==> config.mk <==
export PLATFORM = sky130hd
export DESIGN_NAME = load_store_unit_flat
export DESIGN_NICKNAME = d
export VERILOG_FILES = /design/src/rtl/load_store_unit_if.sv /design/src/rtl/load_store_unit.sv /design/src/flat_wrapper.sv
export SDC_FILE = /design/constraint.sdc
export NUM_CORES = 1
export LEC_CHECK = 0
export ABC_AREA = 1
export BUFFER_PORTS_ARGS = -buffer_cell sky130_fd_sc_hd__buf_4
export CAP_MARGIN = 25
export CORE_MARGIN = 1.5
export CORE_UTILIZATION = 49
export CTS_CLUSTER_SIZE = 24
export DETAILED_ROUTE_END_ITERATION = 10
export HOLD_SLACK_MARGIN = 0.15
export PLACE_DENSITY = 0.78
export RECOVER_POWER = 25
export SLEW_MARGIN = 20
export SYNTH_ARGS = -nofsm -noshare
export SYNTH_HDL_FRONTEND = slang
export SYNTH_SLANG_ARGS = --single-unit
==> constraint.sdc <==
create_clock -name clock -period 3.9 [get_ports clock]
set_clock_uncertainty 0.1 [all_clocks]
set_input_delay 0.39 -clock clock [delete_from_list [all_inputs] [get_ports clock]]
set_output_delay 0.39 -clock clock [all_outputs]
set_load 0.05 [all_outputs]
==> src/rtl/load_store_unit_if.sv <==
// Request, memory and response signals of the load/store unit, bundled with
// the unit's view (slave) and the surrounding pipeline/memory view (master).
interface load_store_unit_if #(
  parameter int unsigned DATA_W = 32,
  parameter int unsigned ADDR_W = 32
) ();
  logic                  req_valid;
  logic                  req_ready;
  logic                  req_we;
  logic [1:0]            req_size;
  logic                  req_unsigned;
  logic [ADDR_W-1:0]     req_addr;
  logic [DATA_W-1:0]     req_wdata;

  logic                  mem_valid;
  logic                  mem_ready;
  logic                  mem_we;
  logic [ADDR_W-1:0]     mem_addr;
  logic [DATA_W/8-1:0]   mem_be;
  logic [DATA_W-1:0]     mem_wdata;
  logic                  mem_rvalid;
  logic [DATA_W-1:0]     mem_rdata;

  logic                  rsp_valid;
  logic [DATA_W-1:0]     rsp_data;
  logic                  rsp_err;

  modport master (
    output req_valid, req_we, req_size, req_unsigned, req_addr, req_wdata,
    output mem_ready, mem_rvalid, mem_rdata,
    input  req_ready, mem_valid, mem_we, mem_addr, mem_be, mem_wdata,
    input  rsp_valid, rsp_data, rsp_err
  );

  modport slave (
    input  req_valid, req_we, req_size, req_unsigned, req_addr, req_wdata,
    input  mem_ready, mem_rvalid, mem_rdata,
    output req_ready, mem_valid, mem_we, mem_addr, mem_be, mem_wdata,
    output rsp_valid, rsp_data, rsp_err
  );
endinterface

==> src/rtl/load_store_unit.sv <==
// Load/store unit between execute and data memory: byte-enable and lane
// replication for stores, shift/extend for loads, misalignment reporting.
module load_store_unit #(
  parameter int unsigned DATA_W = 32,
  parameter int unsigned ADDR_W = 32
) (
  input logic              clock,
  input logic              reset,
  load_store_unit_if.slave bus
);

  localparam int unsigned NB    = DATA_W / 8;
  localparam int unsigned OFF_W = $clog2(NB);

  typedef enum logic [1:0] {IDLE, ISSUE, WAIT, RESP} stateT;

  stateT             state;
  logic              memValid;
  logic              memWe;
  logic [ADDR_W-1:0] memAddr;
  logic [NB-1:0]     memBe;
  logic [DATA_W-1:0] memWdata;
  logic              rspValid;
  logic [DATA_W-1:0] rspData;
  logic              rspErr;
  logic [1:0]        sizeQ;
  logic              unsQ;
  logic [OFF_W-1:0]  offQ;

  logic              reqIllegal;
  logic [NB-1:0]     reqBe;
  logic [DATA_W-1:0] reqWdata;
  logic [OFF_W-1:0]  reqOff;
  logic [DATA_W-1:0] rdShifted;
  logic [63:0]       rdWide;
  logic [63:0]       rdExt;
  logic [DATA_W-1:0] loadData;

  assign reqOff = bus.req_addr[OFF_W-1:0];

  // Request decode: alignment check, byte enables and store-lane replication
  always_comb begin
    reqIllegal = 1'b0;
    reqBe      = '0;
    reqWdata   = bus.req_wdata;
    case (bus.req_size)
      2'b00: begin
        reqBe    = NB'(8'h01) << reqOff;
        reqWdata = {NB{bus.req_wdata[7:0]}};
      end
      2'b01: begin
        reqIllegal = bus.req_addr[0];
        reqBe      = NB'(8'h03) << reqOff;
        reqWdata   = {(NB/2){bus.req_wdata[15:0]}};
      end
      2'b10: begin
        reqIllegal = |bus.req_addr[1:0];
        reqBe      = NB'(8'h0F) << reqOff;
        reqWdata   = {(NB/4){bus.req_wdata[31:0]}};
      end
      default: begin
        reqIllegal = (DATA_W == 32) || (|bus.req_addr[2:0]);
        reqBe      = NB'(8'hFF);
        reqWdata   = bus.req_wdata;
      end
    endcase
  end

  // Load path: move the addressed lane to bit 0, then extend from its top bit
  assign rdShifted = bus.mem_rdata >> {offQ, 3'b000};

  always_comb begin
    rdWide = 64'(rdShifted);
    rdExt  = rdWide;
    case (sizeQ)
      2'b00:   rdExt = {{56{~unsQ & rdWide[7]}},  rdWide[7:0]};
      2'b01:   rdExt = {{48{~unsQ & rdWide[15]}}, rdWide[15:0]};
      2'b10:   rdExt = {{32{~unsQ & rdWide[31]}}, rdWide[31:0]};
      default: rdExt = rdWide;
    endcase
    loadData = DATA_W'(rdExt);
  end

  always_ff @(posedge clock or posedge reset) begin
    if (reset) begin
      state    <= IDLE;
      memValid <= 1'b0;
      memWe    <= 1'b0;
      memAddr  <= '0;
      memBe    <= '0;
      memWdata <= '0;
      rspValid <= 1'b0;
      rspData  <= '0;
      rspErr   <= 1'b0;
      sizeQ    <= 2'b00;
      unsQ     <= 1'b0;
      offQ     <= '0;
    end else begin
      rspValid <= 1'b0;
      case (state)
        IDLE: begin
          if (bus.req_valid) begin
            sizeQ   <= bus.req_size;
            unsQ    <= bus.req_unsigned;
            offQ    <= reqOff;
            rspData <= '0;
            rspErr  <= reqIllegal;
            if (reqIllegal) begin
              state    <= RESP;
              rspValid <= 1'b1;
            end else begin
              state    <= ISSUE;
              memValid <= 1'b1;
              memWe    <= bus.req_we;
              memAddr  <= {bus.req_addr[ADDR_W-1:OFF_W], OFF_W'(0)};
              memBe    <= reqBe;
              memWdata <= reqWdata;
            end
          end
        end
        ISSUE: begin
          if (bus.mem_ready) begin
            memValid <= 1'b0;
            if (memWe) begin
              state    <= RESP;
              rspValid <= 1'b1;
            end else begin
              state <= WAIT;
            end
          end
        end
        WAIT: begin
          if (bus.mem_rvalid) begin
            rspData  <= loadData;
            state    <= RESP;
            rspValid <= 1'b1;
          end
        end
        RESP:    state <= IDLE;
        default: state <= IDLE;
      endcase
    end
  end

  assign bus.req_ready = (state == IDLE) && !reset;
  assign bus.mem_valid = memValid;
  assign bus.mem_we    = memWe;
  assign bus.mem_addr  = memAddr;
  assign bus.mem_be    = memBe;
  assign bus.mem_wdata = memWdata;
  assign bus.rsp_valid = rspValid;
  assign bus.rsp_data  = rspData;
  assign bus.rsp_err   = rspErr;

endmodule

==> src/flat_wrapper.sv <==
// flat-port wrapper written by rule: the top's interface ports become plain ports
module load_store_unit_flat 
#(
  parameter int unsigned DATA_W = 32,
  parameter int unsigned ADDR_W = 32
)
  (clock, reset, bus_req_valid, bus_req_we, bus_req_size, bus_req_unsigned, bus_req_addr, bus_req_wdata, bus_mem_ready, bus_mem_rvalid, bus_mem_rdata, bus_req_ready, bus_mem_valid, bus_mem_we, bus_mem_addr, bus_mem_be, bus_mem_wdata, bus_rsp_valid, bus_rsp_data, bus_rsp_err);
  load_store_unit_if #(.DATA_W(DATA_W), .ADDR_W(ADDR_W)) bus_i ();
  input logic clock;
  input logic reset;
  input wire logic [$bits(bus_i.req_valid)-1:0] bus_req_valid;
  input wire logic [$bits(bus_i.req_we)-1:0] bus_req_we;
  input wire logic [$bits(bus_i.req_size)-1:0] bus_req_size;
  input wire logic [$bits(bus_i.req_unsigned)-1:0] bus_req_unsigned;
  input wire logic [$bits(bus_i.req_addr)-1:0] bus_req_addr;
  input wire logic [$bits(bus_i.req_wdata)-1:0] bus_req_wdata;
  input wire logic [$bits(bus_i.mem_ready)-1:0] bus_mem_ready;
  input wire logic [$bits(bus_i.mem_rvalid)-1:0] bus_mem_rvalid;
  input wire logic [$bits(bus_i.mem_rdata)-1:0] bus_mem_rdata;
  output wire logic [$bits(bus_i.req_ready)-1:0] bus_req_ready;
  output wire logic [$bits(bus_i.mem_valid)-1:0] bus_mem_valid;
  output wire logic [$bits(bus_i.mem_we)-1:0] bus_mem_we;
  output wire logic [$bits(bus_i.mem_addr)-1:0] bus_mem_addr;
  output wire logic [$bits(bus_i.mem_be)-1:0] bus_mem_be;
  output wire logic [$bits(bus_i.mem_wdata)-1:0] bus_mem_wdata;
  output wire logic [$bits(bus_i.rsp_valid)-1:0] bus_rsp_valid;
  output wire logic [$bits(bus_i.rsp_data)-1:0] bus_rsp_data;
  output wire logic [$bits(bus_i.rsp_err)-1:0] bus_rsp_err;
  assign bus_i.req_valid = bus_req_valid;
  assign bus_i.req_we = bus_req_we;
  assign bus_i.req_size = bus_req_size;
  assign bus_i.req_unsigned = bus_req_unsigned;
  assign bus_i.req_addr = bus_req_addr;
  assign bus_i.req_wdata = bus_req_wdata;
  assign bus_i.mem_ready = bus_mem_ready;
  assign bus_i.mem_rvalid = bus_mem_rvalid;
  assign bus_i.mem_rdata = bus_mem_rdata;
  assign bus_req_ready = bus_i.req_ready;
  assign bus_mem_valid = bus_i.mem_valid;
  assign bus_mem_we = bus_i.mem_we;
  assign bus_mem_addr = bus_i.mem_addr;
  assign bus_mem_be = bus_i.mem_be;
  assign bus_mem_wdata = bus_i.mem_wdata;
  assign bus_rsp_valid = bus_i.rsp_valid;
  assign bus_rsp_data = bus_i.rsp_data;
  assign bus_rsp_err = bus_i.rsp_err;
  load_store_unit #(.DATA_W(DATA_W), .ADDR_W(ADDR_W)) u_core (.clock(clock), .reset(reset), .bus(bus_i));
endmodule
* Word level (Yosys, flattened, before mapping)
Index checks and enable logic that the tools add are counted.
** Operators by class
- Equal/unequal tests :: 11
- Multiplexer cells :: 23
- Reductions and logical operators :: 13
- Bitwise gates (word level) :: 4
- Shift operators :: 4
** Operators with widths (number)
- $pmux W32 S2 :: 2
- $pmux W32 S3 :: 1
- $mux W32 :: 2
- $shr A32 B5 Y32 :: 1
- $pmux W4 S3 :: 1
- $mux W1 :: 9
- $reduce_and A3 Y1 :: 3
- $eq A2 B2 Y1 const B :: 4
- $mux W2 :: 4
- $ne A2 B2 Y1 const B :: 4
- $pmux W2 S4 :: 1
- $eq A2 B1 Y1 const B :: 3
- $logic_not A2 Y1 :: 3
- $pmux W1 S3 :: 2
- $reduce_and A4 Y1 :: 1
- $reduce_bool A2 Y1 :: 2
- $shl A1 B2 Y4 const A :: 1
- $shl A2 B2 Y4 const A :: 1
- $shl A4 B2 Y4 const A :: 1
- $and A1 B1 Y1 :: 2
- $not A1 Y1 :: 2
- $pmux W1 S2 :: 1
- $reduce_and A2 Y1 :: 1
- $reduce_or A2 Y1 :: 1
- 2 further kinds :: 2
** Storage, ports and cells
- Register bits after elaboration :: 109
- Word-level logic and storage cells :: 67
- Output and inout port bits :: 105

* Longest topological paths before layout
- Word-level depth :: 5
- Gate-level depth with buffers :: 12
- Mapped depth without buffers :: 11

* Worst setup path after synthesis
No wires, ideal clock.
- Path type :: flip-flop to output port
- Start :: register u_core.state[0]
- End :: output bus_req_ready
- Data arrival time :: 1.461 ns
- Path buffers :: 0
- Slack :: 1.949 ns
- Cell stages (with the launch flop) :: 5
- Cells stage by stage :: dfrtp_1 -> inv_1 -> ha_1 -> inv_1 -> nor2_1
** Between the ends
- Cells in the longest elaborated chain, start to end :: 2
** RTL lines
- from (decl) :: RTL line load_store_unit.sv:17 : stateT state;
- from (signal assigned) :: RTL line load_store_unit.sv:86 : state <= IDLE;
- from (signal assigned) :: RTL line load_store_unit.sv:109 : state <= RESP;
- from (signal assigned) :: RTL line load_store_unit.sv:112 : state <= ISSUE;
- $logic_not A2 Y1 :: RTL line load_store_unit.sv:145 : assign bus.req_ready = (state == IDLE) && !reset;
- $logic_and A1 B1 Y1 :: RTL line load_store_unit.sv:145
- to (decl) :: RTL line flat_wrapper.sv:20 : output wire logic [$bits(bus_i.req_ready)-1:0] bus_req_ready;
No other way between the ends.

==> impl_metrics.yaml <==
logic_synthesis:
  synth_seq_cells: 109
  synth_edf_count: 0
  ys_seq_area_frac: 0.503
  synth_most_common_cell: "nand2_1"
  netlist.area_leader.share: 0.503
  syn_area_um2: 5430
  yosys.area.top_type: "dfrtp_1"
  yosys_most_used_dff: "dfrtp_1"
  synthCells: 708
  yosys_warnings: 0
  synth_area_leaders: "dfrtp_1 (50%), nand2_1 (26%), nand3_1 (3.2%), a21oi_1 (3.1%), o21ai_1 (2.2%)"
  postSynth.asyncResetShare: 1.00
  avgSynthCellArea_um2: 7.66
  yosys-top-cells-count: "nand2_1 (374), dfrtp_1 (109), nand3_1 (35), a21oi_1 (34), inv_1 (27)"
  ys_types: 26
finish:
  fin_nets: 1040
  drive_gt1_frac: 0.258
  multiInputGateArea_um2: 2330
  fill_cells: 877
  antenna_cells: 0
  stdcell_count: 1071
  register_area_um2: 2730
  syn_to_final_growth_pct: 37.5
clock_network:
  insertion_delay_ns: 0.36
  htree_num_levels: 3
  cts_sinks: 109
  post_cts_buffers: 0
  cts_resized: 0
  cts_tree: "yes"
  clock-root-buffer: "clkbuf_8"
  numCtsBuffers: 9
  cts_hold_buf: 34
  clockBufferDepth: 2
  clk_pin_slew_ns: 0.10
outcome:
  outcome: "finished clean"
power_and_ir_drop:
  pwr-share-clk: 0.093
  p_int_uw: 3050
  p_leak_uw: 0.00416
  power_frac_comb: 0.610
  sw_frac_of_total: 0.550
  p_seq_frac: 0.298
  ir_drop_mv: 0.657
  cellPowerDensity_nw_per_um2: 908
  power.switching_uw: 3720
worst_setup_path:
  critPathCaptureType: "async pin"
  rr_worst_depth: 7
  arrival_ns: 3.35
  crit_path_max_incr_delay_ns: 1.11
  r2r_slack_ns: 1.10
  r2r_start: "u_core.state[0]"
  crit_chain: "dlygate4sd3_1 > clkbuf_1 > clkinvlp_2 > clkbuf_2 > buf_4"
  timing.rr.end: "u_core.bus.mem_wdata[30]"
  cp_max_fo: 56
  worst_setup_path_start_kind: "input pin"
  criticalPathCategory: "in -> async"
  required_ns: 4.31
  cp_slowest_cell: "clkbuf_2"
worst_hold_path:
  min_to: "u_core.bus.mem_wdata[17]"
  hp-start: "bus_req_wdata[17]"
  hold_path.class: "in -> reg"
  holdPathStages: 3
job:
  drv_cap: 0
global_route:
  globalRouteMet3Util: 0.0657
  grt_pass1_vias: 5326
  grt_max_degree: 91
  top_usage_layer: "met2"
  grt_util_all_layers: 0.275
  antenna_found_initial: 0
  gr-total-overflow: 0
  use_met2: 0.439
  use_met1: 0.357
  grt_pass1_wl_um: 25100
sta:
  max_freq_mhz: 339
  hold_viol_final: 0
  layout_setup_ws_ns: 0.953
  slew_headroom: 0.0789
  drv_slew: 0
  finalSetupViolations: 0
  period_needed_ns: 2.95
  tightestPinTransition_ns: 1.38
  rsz0062_at_grt: "false"
  min_period_over_period: 0.756
  fin_setup_tns_ns: 0
floorplanning:
  dieArea_um2: 11700
  die_h_um: 108
  start_util: 0.500
  fp-row-count: 38
  io_pins: 210
  die_x_um: 108
  core_um2: 10800
route:
  drt-wirelength-per-cell_um: 14.8
  num_vias: 5529
  totalWireLength_um: 15800
  drt-vias-per-instance: 5.16
  initialDrtViolationCount: 430
  firstDrtPassIters: 5
  drtAntennaViolNets: 0
  drc_errors: 0
place:
  post-place-ws_ns: 1.15
  place_congestion: 0.885
  dp_cells: 1019
  port_buffers: 207
  hpwl_um: 11100
[cells by family after synthesis]
logic type                 after synthesis  synth area share
and+or+nand+nor                        431             0.320
DFF                                    109             0.503
buffers and inverters                   72            0.0680
other                                    1          0.000691
AOI/OAI and AO/OA                       86            0.0876
adders and majority gates                9            0.0208
[registers in the layout, summed over array words and instances (netlist names), 2 cells and up]
register / flops
u_core.sizeQ: 2
u_core.bus.mem_be: 4
u_core.offQ: 2
u_core.bus.mem_addr: 30
u_core.bus.mem_wdata: 32
u_core.state: 2
u_core.bus.rsp_data: 32
[routing by layer]
layer / routed length [um] / share of wire
met3: 1390 / 0.088
met4: 514 / 0.032
met1: 6470 / 0.41
met2: 7470 / 0.47
met5: 0 / 0
[worst max path at each step]
stage / endpoint / slack (ns) / from
2_1_floorplan: u_core.bus.mem_addr[10] / 0.54 / reset
3_3_place_gp: u_core.bus.mem_wdata[10] / 1.28 / u_core.state[0]
3_5_place_dp: u_core.bus.mem_wdata[25] / 1.15 / u_core.state[1]
4_1_cts: u_core.bus.mem_wdata[8] / 1.15 / u_core.state[0]
5_1_grt: u_core.bus.mem_addr[28] / 0.55 / reset
6_report: u_core.bus.mem_addr[28] / 0.95 / reset
[per-stage QoR]
stage | hold WS [ns] | cell area [um2] | total power, uW | utilization
after floorplan | 0.353 | 5430 | 4930 | -
after detailed placement | 0.362 | 6940 | 6120 | 0.640
after CTS | 0.160 | 7460 | 6780 | 0.688
after global placement | 0.357 | 6940 | 6040 | 0.640
final | 0.173 | 7460 | 6770 | 0.688
after global routing | 0.169 | 7460 | 7180 | 0.688
[power by group through the flow]
| stage | combinational (uW) | sequential (uW) | clock, uW |
|---|---|---|---|
| 6_report | 4130 | 2020 | 626 |
| 5_1_grt | 4420 | 2070 | 686 |
| 4_1_cts | 4130 | 2010 | 640 |
| 3_5_place_dp | 4110 | 2010 | 0 |
| 3_3_place_gp | 4040 | 2010 | 0 |
| 2_1_floorplan | 1330 | 3600 | 0 |
[area by class of cell]
cell class                 count  share of cell area
sequential                   109               0.366
multi-input combinational    528               0.313
timing repair buffer         247               0.258
tap                          140              0.0235
clock buffer                  10              0.0185
inverter                      31              0.0164
clock inverter                 6             0.00520
[worst max-delay path, delay by kind of cell]
kind / cells / cell delay [ns]
buffers and inverters: 5 / 2.86
[cells in the final DEF, fill, tap and decap left out, drive strengths merged]
cell         instances
inv                 30
clkinvlp             3
buf                206
nand2              377
dfrtp              109
a21oi               35
nand3b               1
nor2                13
conb                 2
or2                  3
ha                   9
o22ai                1
o211ai              16
dlygate4sd3         35
clkbuf              16
nand3               37
clkinv               4
o21ai               34
Power figures use the tool's default switching activity.
